`config.mk`:
```
export PLATFORM = sky130hd
export DESIGN_NAME = reg_pipe_n
export DESIGN_NICKNAME = d
export VERILOG_FILES = /design/src/rtl/reg_pipe_n.sv
export SDC_FILE = /design/constraint.sdc
export NUM_CORES = 1
export LEC_CHECK = 0
export CORE_MARGIN = 1
export CORE_UTILIZATION = 48
export CTS_CLUSTER_SIZE = 10
export DETAILED_ROUTE_END_ITERATION = 16
export GPL_TIMING_DRIVEN = 0
export PLACE_DENSITY = 0.79
export RECOVER_POWER = 100
export SYNTH_ARGS = -nofsm -noshare
export SYNTH_HDL_FRONTEND = slang
export SYNTH_SLANG_ARGS = --single-unit
```
`constraint.sdc`:
```
create_clock -name clk -period 1.7 [get_ports clk]
set_input_delay 0.34 -clock clk [delete_from_list [all_inputs] [get_ports clk]]
set_output_delay 0.34 -clock clk [all_outputs]
set_load 0.02 [all_outputs]
```
`src/rtl/reg_pipe_n.sv`:
```
// DEPTH-stage, N-bit valid/ready pipeline register chain with bubble collapse and occupancy count.
// Latency: DEPTH cycles push-to-out_valid when unstalled; 1 item/cycle throughput.
// Backpressure: combinational ready chain, an empty stage always accepts; en=0 freezes everything.
// Optional feature: define REG_PIPE_FLUSH_EN to add a synchronous flush input.
module reg_pipe_n #(
    parameter int N     = 32,
    parameter int DEPTH = 2,
    parameter int CW    = $clog2(DEPTH + 1)
) (
    input  logic          clk,
    input  logic          nrst,
    input  logic          en,
    input  logic          in_valid,
    input  logic [N-1:0]  in_data,
    output logic          in_ready,
    output logic          out_valid,
    output logic [N-1:0]  out_data,
    input  logic          out_ready,
`ifdef REG_PIPE_FLUSH_EN
    input  logic          flush,
`endif
    output logic [CW-1:0] count
);

    logic [N-1:0]     stg_dat [DEPTH];
    logic [DEPTH-1:0] stg_vld;
    logic [N-1:0]     src_dat [DEPTH];
    logic [DEPTH-1:0] src_vld;
    logic [DEPTH-1:0] rdy;
    logic             rdy_acc;
    logic [CW-1:0]    cnt;
    logic             do_flush;
    logic             push;
    logic             pop;

`ifdef REG_PIPE_FLUSH_EN
    assign do_flush = en & flush;
`else
    assign do_flush = 1'b0;
`endif

    // rdy_k = ~v_k | rdy_{k+1}, unrolled from the output end as a running OR
    always_comb begin
        rdy_acc = out_ready;
        rdy     = '0;
        for (int k = DEPTH - 1; k >= 0; k--) begin
            rdy_acc = rdy_acc | ~stg_vld[k];
            rdy[k]  = rdy_acc;
        end
    end

    always_comb begin
        src_dat[0] = in_data;
        src_vld    = '0;
        src_vld[0] = in_valid;
        for (int k = 1; k < DEPTH; k++) begin
            src_dat[k] = stg_dat[k-1];
            src_vld[k] = stg_vld[k-1];
        end
    end

    assign in_ready  = en & rdy[0] & ~do_flush;
    assign out_valid = en & stg_vld[DEPTH-1] & ~do_flush;
    assign out_data  = stg_dat[DEPTH-1];
    assign count     = cnt;
    assign push      = in_valid & in_ready;
    assign pop       = out_valid & out_ready;

    always_ff @(posedge clk or negedge nrst) begin
        if (!nrst) begin
            for (int k = 0; k < DEPTH; k++) begin
                stg_dat[k] <= '0;
            end
            stg_vld <= '0;
            cnt     <= '0;
        end else if (en) begin
            if (do_flush) begin
                // valid bits only; stale data in invalid stages is harmless
                stg_vld <= '0;
                cnt     <= '0;
            end else begin
                for (int k = 0; k < DEPTH; k++) begin
                    if (rdy[k]) begin
                        stg_dat[k] <= src_dat[k];
                        stg_vld[k] <= src_vld[k];
                    end
                end
                if (push && !pop) begin
                    cnt <= cnt + CW'(1);
                end else if (pop && !push) begin
                    cnt <= cnt - CW'(1);
                end
            end
        end
    end

endmodule

```
==> results.ini <==
[timing]
final_max_slew_viol_count = 0
fin_crit_sh = 0.967
worstMarginPinSlew_ns = 1.45
max_freq_mhz = 608
setup_tns_ns = 0
timing_hold_violations_final = 0
holdWs_ns = 0.349
fin_crit_ns = 1.64
setup_viol = 0
relSlewSlack = 0.0341
clock_skew_ns = 0.00426

[global_route]
overflow = 0
grt_pass1_vias = 1638
grt.total_usage = 0.175
grt_pass1_wl_um = 7920
grt_antenna_before_repair = 0
grt_max_degree = 69

[clock_tree]
cts.sinks = 68
cts_tree = yes
cts_root_buf = clkbuf_8
cts.clk_slew.worst_paths_ns = 0.07
cts_max_path_buffers = 2
hold_buffers = 0
cts_max_level = 3
clk_latency_ns = 0.32
numCtsBuffers = 9

[power_and_ir_drop]
power.density_nw_per_um2 = 1300
peakVddDrop_v = 0.000848
p_leak_nw = 1.73

[cells_and_area]
final_common_cell = dfrtp_1
nNetsFinal = 286
antenna_cells = 0
final_cells = 325
drive_gt1_frac = 0.403
final_cell_mix = dfrtp_1, clkdlybuf4s50_1, mux2_2
areaGrowthSynthToFinish_pct = 40.0
final_area_um2 = 3820
fin_util = 0.694

[route]
wl_um = 5000
first_iter_violations = 49
viasPerCell = 4.80
routedWlPerCell_um = 15.4
ant_nets = 0
num_vias = 1559
drc_errors = 0
drt-pass1-iter-count = 4

[floorplan]
start_util = 0.496
io_pins = 73
die_area_um2 = 6000
core-area_um2 = 5510
chipHeight_um = 77.4
die_w_um = 77.4
rows = 27

[critical_path]
cp_top_family = buffers and inverters
critPathKind = flip-flop to output port
crit_chain = clkdlybuf4s50_1
crit_path_max_fanout = 2
worstPathArrival_ns = 1.30
cp-start-kind = flip-flop
path_buf_inv = 1
worstPathRequired_ns = 1.36
r2r-end = count[1]$_DFFE_PN0P_
r2r_setup_slack_ns = 0.08
end_kind = output port
cpMaxStageDelayCell = clkdlybuf4s50_1
cpPeakStageDelay_ns = 0.63
r2r-start = stg_vld[0]$_DFFE_PN0P_
ff2ff_path_depth = 7

[place]
dpl_cell_area_um2 = 3530
gp_congestion = 0.736
place_inst = 299
io_buffers = 71
place_hpwl_um = 3180

[synthesis]
yosysSeqAreaShare = 0.623
synth_top_cell_area_share = 0.623
yosysTopAreaCell = dfrtp_1
yosysWarnings = 0
synth_nets = 194
syn_inst = 156
synth_cell_type_count = 19
synth_area_leaders = dfrtp_1, mux2_4, mux2_2
synth.avg_cell_area_um2 = 17.5
ys_seq_elements = 68
synthesis.area_um2 = 2730

[flow_run]
max_cap_violations = 0

[hold_path]
min_path_type = primary input to async pin

[outcome]
status = finished clean

[worst max path at each step]
stage / endpoint / start / cells after the start / slack [ns]
after floorplan: count[1]$_DFFE_PN0P_ / en / 7 / 0.14
after global placement: src_dat[3]$_DFFE_PN0P_ / nrst / 1 / -1.90
after detailed placement: in_ready / out_ready / 6 / -0.75
after CTS: count[0] / count[0]$_DFFE_PN0P_ / 1 / 0.002
after global routing: count[1]$_DFFE_PN0P_ / stg_vld[1]$_DFFE_PN0P_ / 7 / -0.002
final: out_data[30] / out_data[30]$_DFFE_PN0P_ / 1 / 0.06
[cells by family after synthesis]
group | after synthesis | share of synthesized area
mux | 64 | 0.304
fa+ha+maj | 1 | 0.00458
flops | 68 | 0.623
xor+xnor | 3 | 0.00962
simple gates | 8 | 0.0165
compound gates | 3 | 0.0124
buf+inv | 9 | 0.0302
[what timing repair did]
item,CTS,global route
pin swaps,3,3
setup buffers,3,7
hold endpoints to repair,0,0
resized for setup,9,7
endpoints found under the setup margin,3,4
[power breakdown]
part	switching, mW	internal (mW)
Clock	0.555	0.753
Sequential	0.184	1.97
Combinational	0.636	0.875
[per-layer routing]
layer,track usage,vias up,wire (um)
li1,-,728,-
met1,0.236,788,2320
met2,0.275,39,2460
met3,0.0341,4,159
met4,0.0792,0,53
met5,0,-,0
[registers in the layout (all words and copies together), names as in the netlist]
register / count
count: 2
out_data: 32
src_dat: 32
stg_vld: 2
[cell usage after synthesis]
cell type / n
dfrtp_1: 68
mux2_2: 33
mux2_4: 29
buf_6: 6
a22o_1: 2
inv_1: 2
mux2_1: 2
nand2_1: 2
xor2_1: 2
and2_1: 1
and3_2: 1
buf_4: 1
ha_1: 1
nand2_2: 1
nand2b_1: 1
nand3b_1: 1
nor2_1: 1
o21ai_4: 1
xnor2_1: 1
[stage by stage]
stage,power [mW],setup slack [ns]
after floorplan,2.96,0.139
after global placement,3.63,-1.90
after detailed placement,3.66,-0.752
after CTS,5.00,0.00230
after global routing,5.22,-0.00239
final,4.97,0.0553
[area by class of cell]
cell class | count | area [um^2]
Clock buffer | 12 | 155
Tap cell | 72 | 90.1
Multi-Input combinational cell | 79 | 962
Sequential cell | 68 | 1700
Fill cell | 395 | 1680
Timing Repair Buffer | 81 | 776
Clock inverter | 4 | 47.5
Inverter | 2 | 7.51
Buffer | 7 | 83.8
(Power assumes the default switching activity.)
==> patch (same flow settings) <==
Build with the macro `REG_PIPE_FLUSH_EN` defined.
--- a/src/rtl/reg_pipe_n.sv
+++ b/src/rtl/reg_pipe_n.sv
@@ -3,4 +3,6 @@
 // Backpressure: combinational ready chain, an empty stage always accepts; en=0 freezes everything.
 // Optional feature: define REG_PIPE_FLUSH_EN to add a synchronous flush input.
+`define REG_PIPE_FLUSH_EN
+
 module reg_pipe_n #(
     parameter int N     = 32,
Ports: changed (added flush); port bits go from 73 to 74. The function was not compared with the original's and may differ.
==> patch against the original RTL <==
Global-route usage is 1.1 points higher. Synthesized area is 4.4% higher. Total power is 2.2% lower. Core utilization is 0.14 points lower. Sequential cell count stayed put. Worst setup slack worse by 0.012 ns. Routed wire length is 5.8% higher. Via count is 7.2% higher. Final area is 1.6% higher. Maximum frequency is 0.69% lower. Critical path depth is 5 higher. Die area is 4.2% higher. Sequential share of layout area is 0.72 points lower.
==> patch: results <==
INSERT INTO impl_metrics (metric_group, metric, value, unit) VALUES
('global_route', 'grt_first_pass_wirelength', '8680', 'um'),
('synthesis', 'synth_net_count', '205', ''),
('power', 'ir_drop', '0.000661', 'V'),
('placed_design', 'hpwl', '3500', 'um'),
('synthesis', 'synth.top_cells.by_count', '68 x sky130_fd_sc_hd__dfrtp_1, 39 x sky130_fd_sc_hd__mux2_4, 22 x sky130_fd_sc_hd__mux2_2', ''),
('timing', 'max_slew_margin', '1.29', '%'),
('drt', 'routed_wirelength', '5290', 'um'),
('synthesis', 'netlist_instances', '167', ''),
('placed_design', 'gp_routability_congestion', '0.732', ''),
('cells_and_area', 'drive_above_1_share', '35.8', '%'),
('critical_path', 'regToRegStartpoint', 'stg_vld[1]$_DFFE_PN0P_', ''),
('status', 'status', 'complete, no violations', ''),
('synthesis', 'synth.top_cells.by_area', 'sky130_fd_sc_hd__dfrtp_1 60%, sky130_fd_sc_hd__mux2_4 21%, sky130_fd_sc_hd__mux2_2 8.7%, sky130_fd_sc_hd__buf_6 2.4%, sky130_fd_sc_hd__mux2_1 1.2%', ''),
('power', 'power.switching', '1.35', 'mW'),
('critical_path', 'worstSetupStartpoint', 'out_ready', ''),
('drt', 'via_cell_ratio', '5.08', ''),
('synthesis', 'synth_seq_area_share', '59.7', '%'),
('synthesis', 'synthXorXnorAreaFrac', '0.307', '%'),
('global_route', 'global_route.usage.total', '18.7', '%'),
('critical_path', 'timing.critical_path.fanout_max', '10', '');
patch: cell types whose count changed after synthesis, sizes merged, moves of 2 or more:
cell and delta:
inv +2, a2111oi +2, a22o -2, a21oi +2, o21ai +2, a221o +2
patch: what timing repair did:
| action | in CTS | in global routing |
|---|---|---|
| endpoints found under the setup margin | 13 | 3 |
| hold endpoints to repair | 0 | 0 |
| pin swaps | 1 | 0 |
| hold buffers | 0 | 0 |
| setup buffers | 2 | 1 |
| gates resized for setup | 20 | 2 |
patch: cell type report:
class,count,area (um2)
tap,72,90.1
timing repair buffer,76,749
sequential,68,1700
clock inverter,3,40.0
multi-input combinational,88,1070
fill,411,1720
buffer,7,87.6
inverter,4,15.0
clock buffer,11,131
patch: kinds of logic after synthesis:
logic type | after synthesis
AOI/OAI and AO/OA | 14
xor gates and xnor gates | 1
buffers and inverters | 11
DFF | 68
muxes | 64
and+or+nand+nor | 9
patch: stage by stage:
step / setup WS [ns] / instance area, um2 / hold slack [ns]
floorplan: 0.343 / 2850 / 0.0444
global placement: -1.93 / 3670 / 0.467
detailed placement: -0.779 / 3670 / 0.474
CTS: -0.00247 / 3880 / 0.137
global route: -0.0133 / 3890 / 0.403
finish: 0.0438 / 3890 / 0.373
patch: worst reg2reg max path, cell delays in order (launching register included):
cell and delay, ns:
sky130_fd_sc_hd__dfrtp_1 0.38, sky130_fd_sc_hd__buf_6 0.13, sky130_fd_sc_hd__buf_4 0.15, sky130_fd_sc_hd__a21oi_4 0.23, sky130_fd_sc_hd__buf_6 0.21, sky130_fd_sc_hd__mux2_2 0.35
patch: worst min-delay path by stage:
stage / start / to / slack [ns]
global route: flush / stg_vld[0]$_DFFE_PN0P_ / 0.40
finish: nrst / out_data[9]$_DFFE_PN0P_ / 0.37
global placement: src_dat[0]$_DFFE_PN0N_ / out_data[0]$_DFFE_PN0P_ / 0.47
floorplan: nrst / count[0]$_DFFE_PN0P_ / 0.04
CTS: nrst / out_data[9]$_DFFE_PN0P_ / 0.14
detailed placement: out_data[25]$_DFFE_PN0P_ / out_data[25]$_DFFE_PN0P_ / 0.47
patch: power by group through the flow:
stage	sequential [mW]	clock [mW]	combinational [mW]
3_5_place_dp	2.20	0	1.48
6_report	2.17	1.21	1.48
5_1_grt	2.22	1.32	1.56
4_1_cts	2.18	1.25	1.50
2_1_floorplan	2.45	0	0.529
3_3_place_gp	2.19	0	1.46
patch: metal layers:
layer / part of all wire [%] / track usage (%) / vias to the layer above
li1: - / - / 768
met5: 0 / 0 / -
met1: 50 / 27.0 / 843
met3: 4.7 / 5.29 / 9
met4: 1.5 / 8.55 / 0
met2: 44 / 25.9 / 52
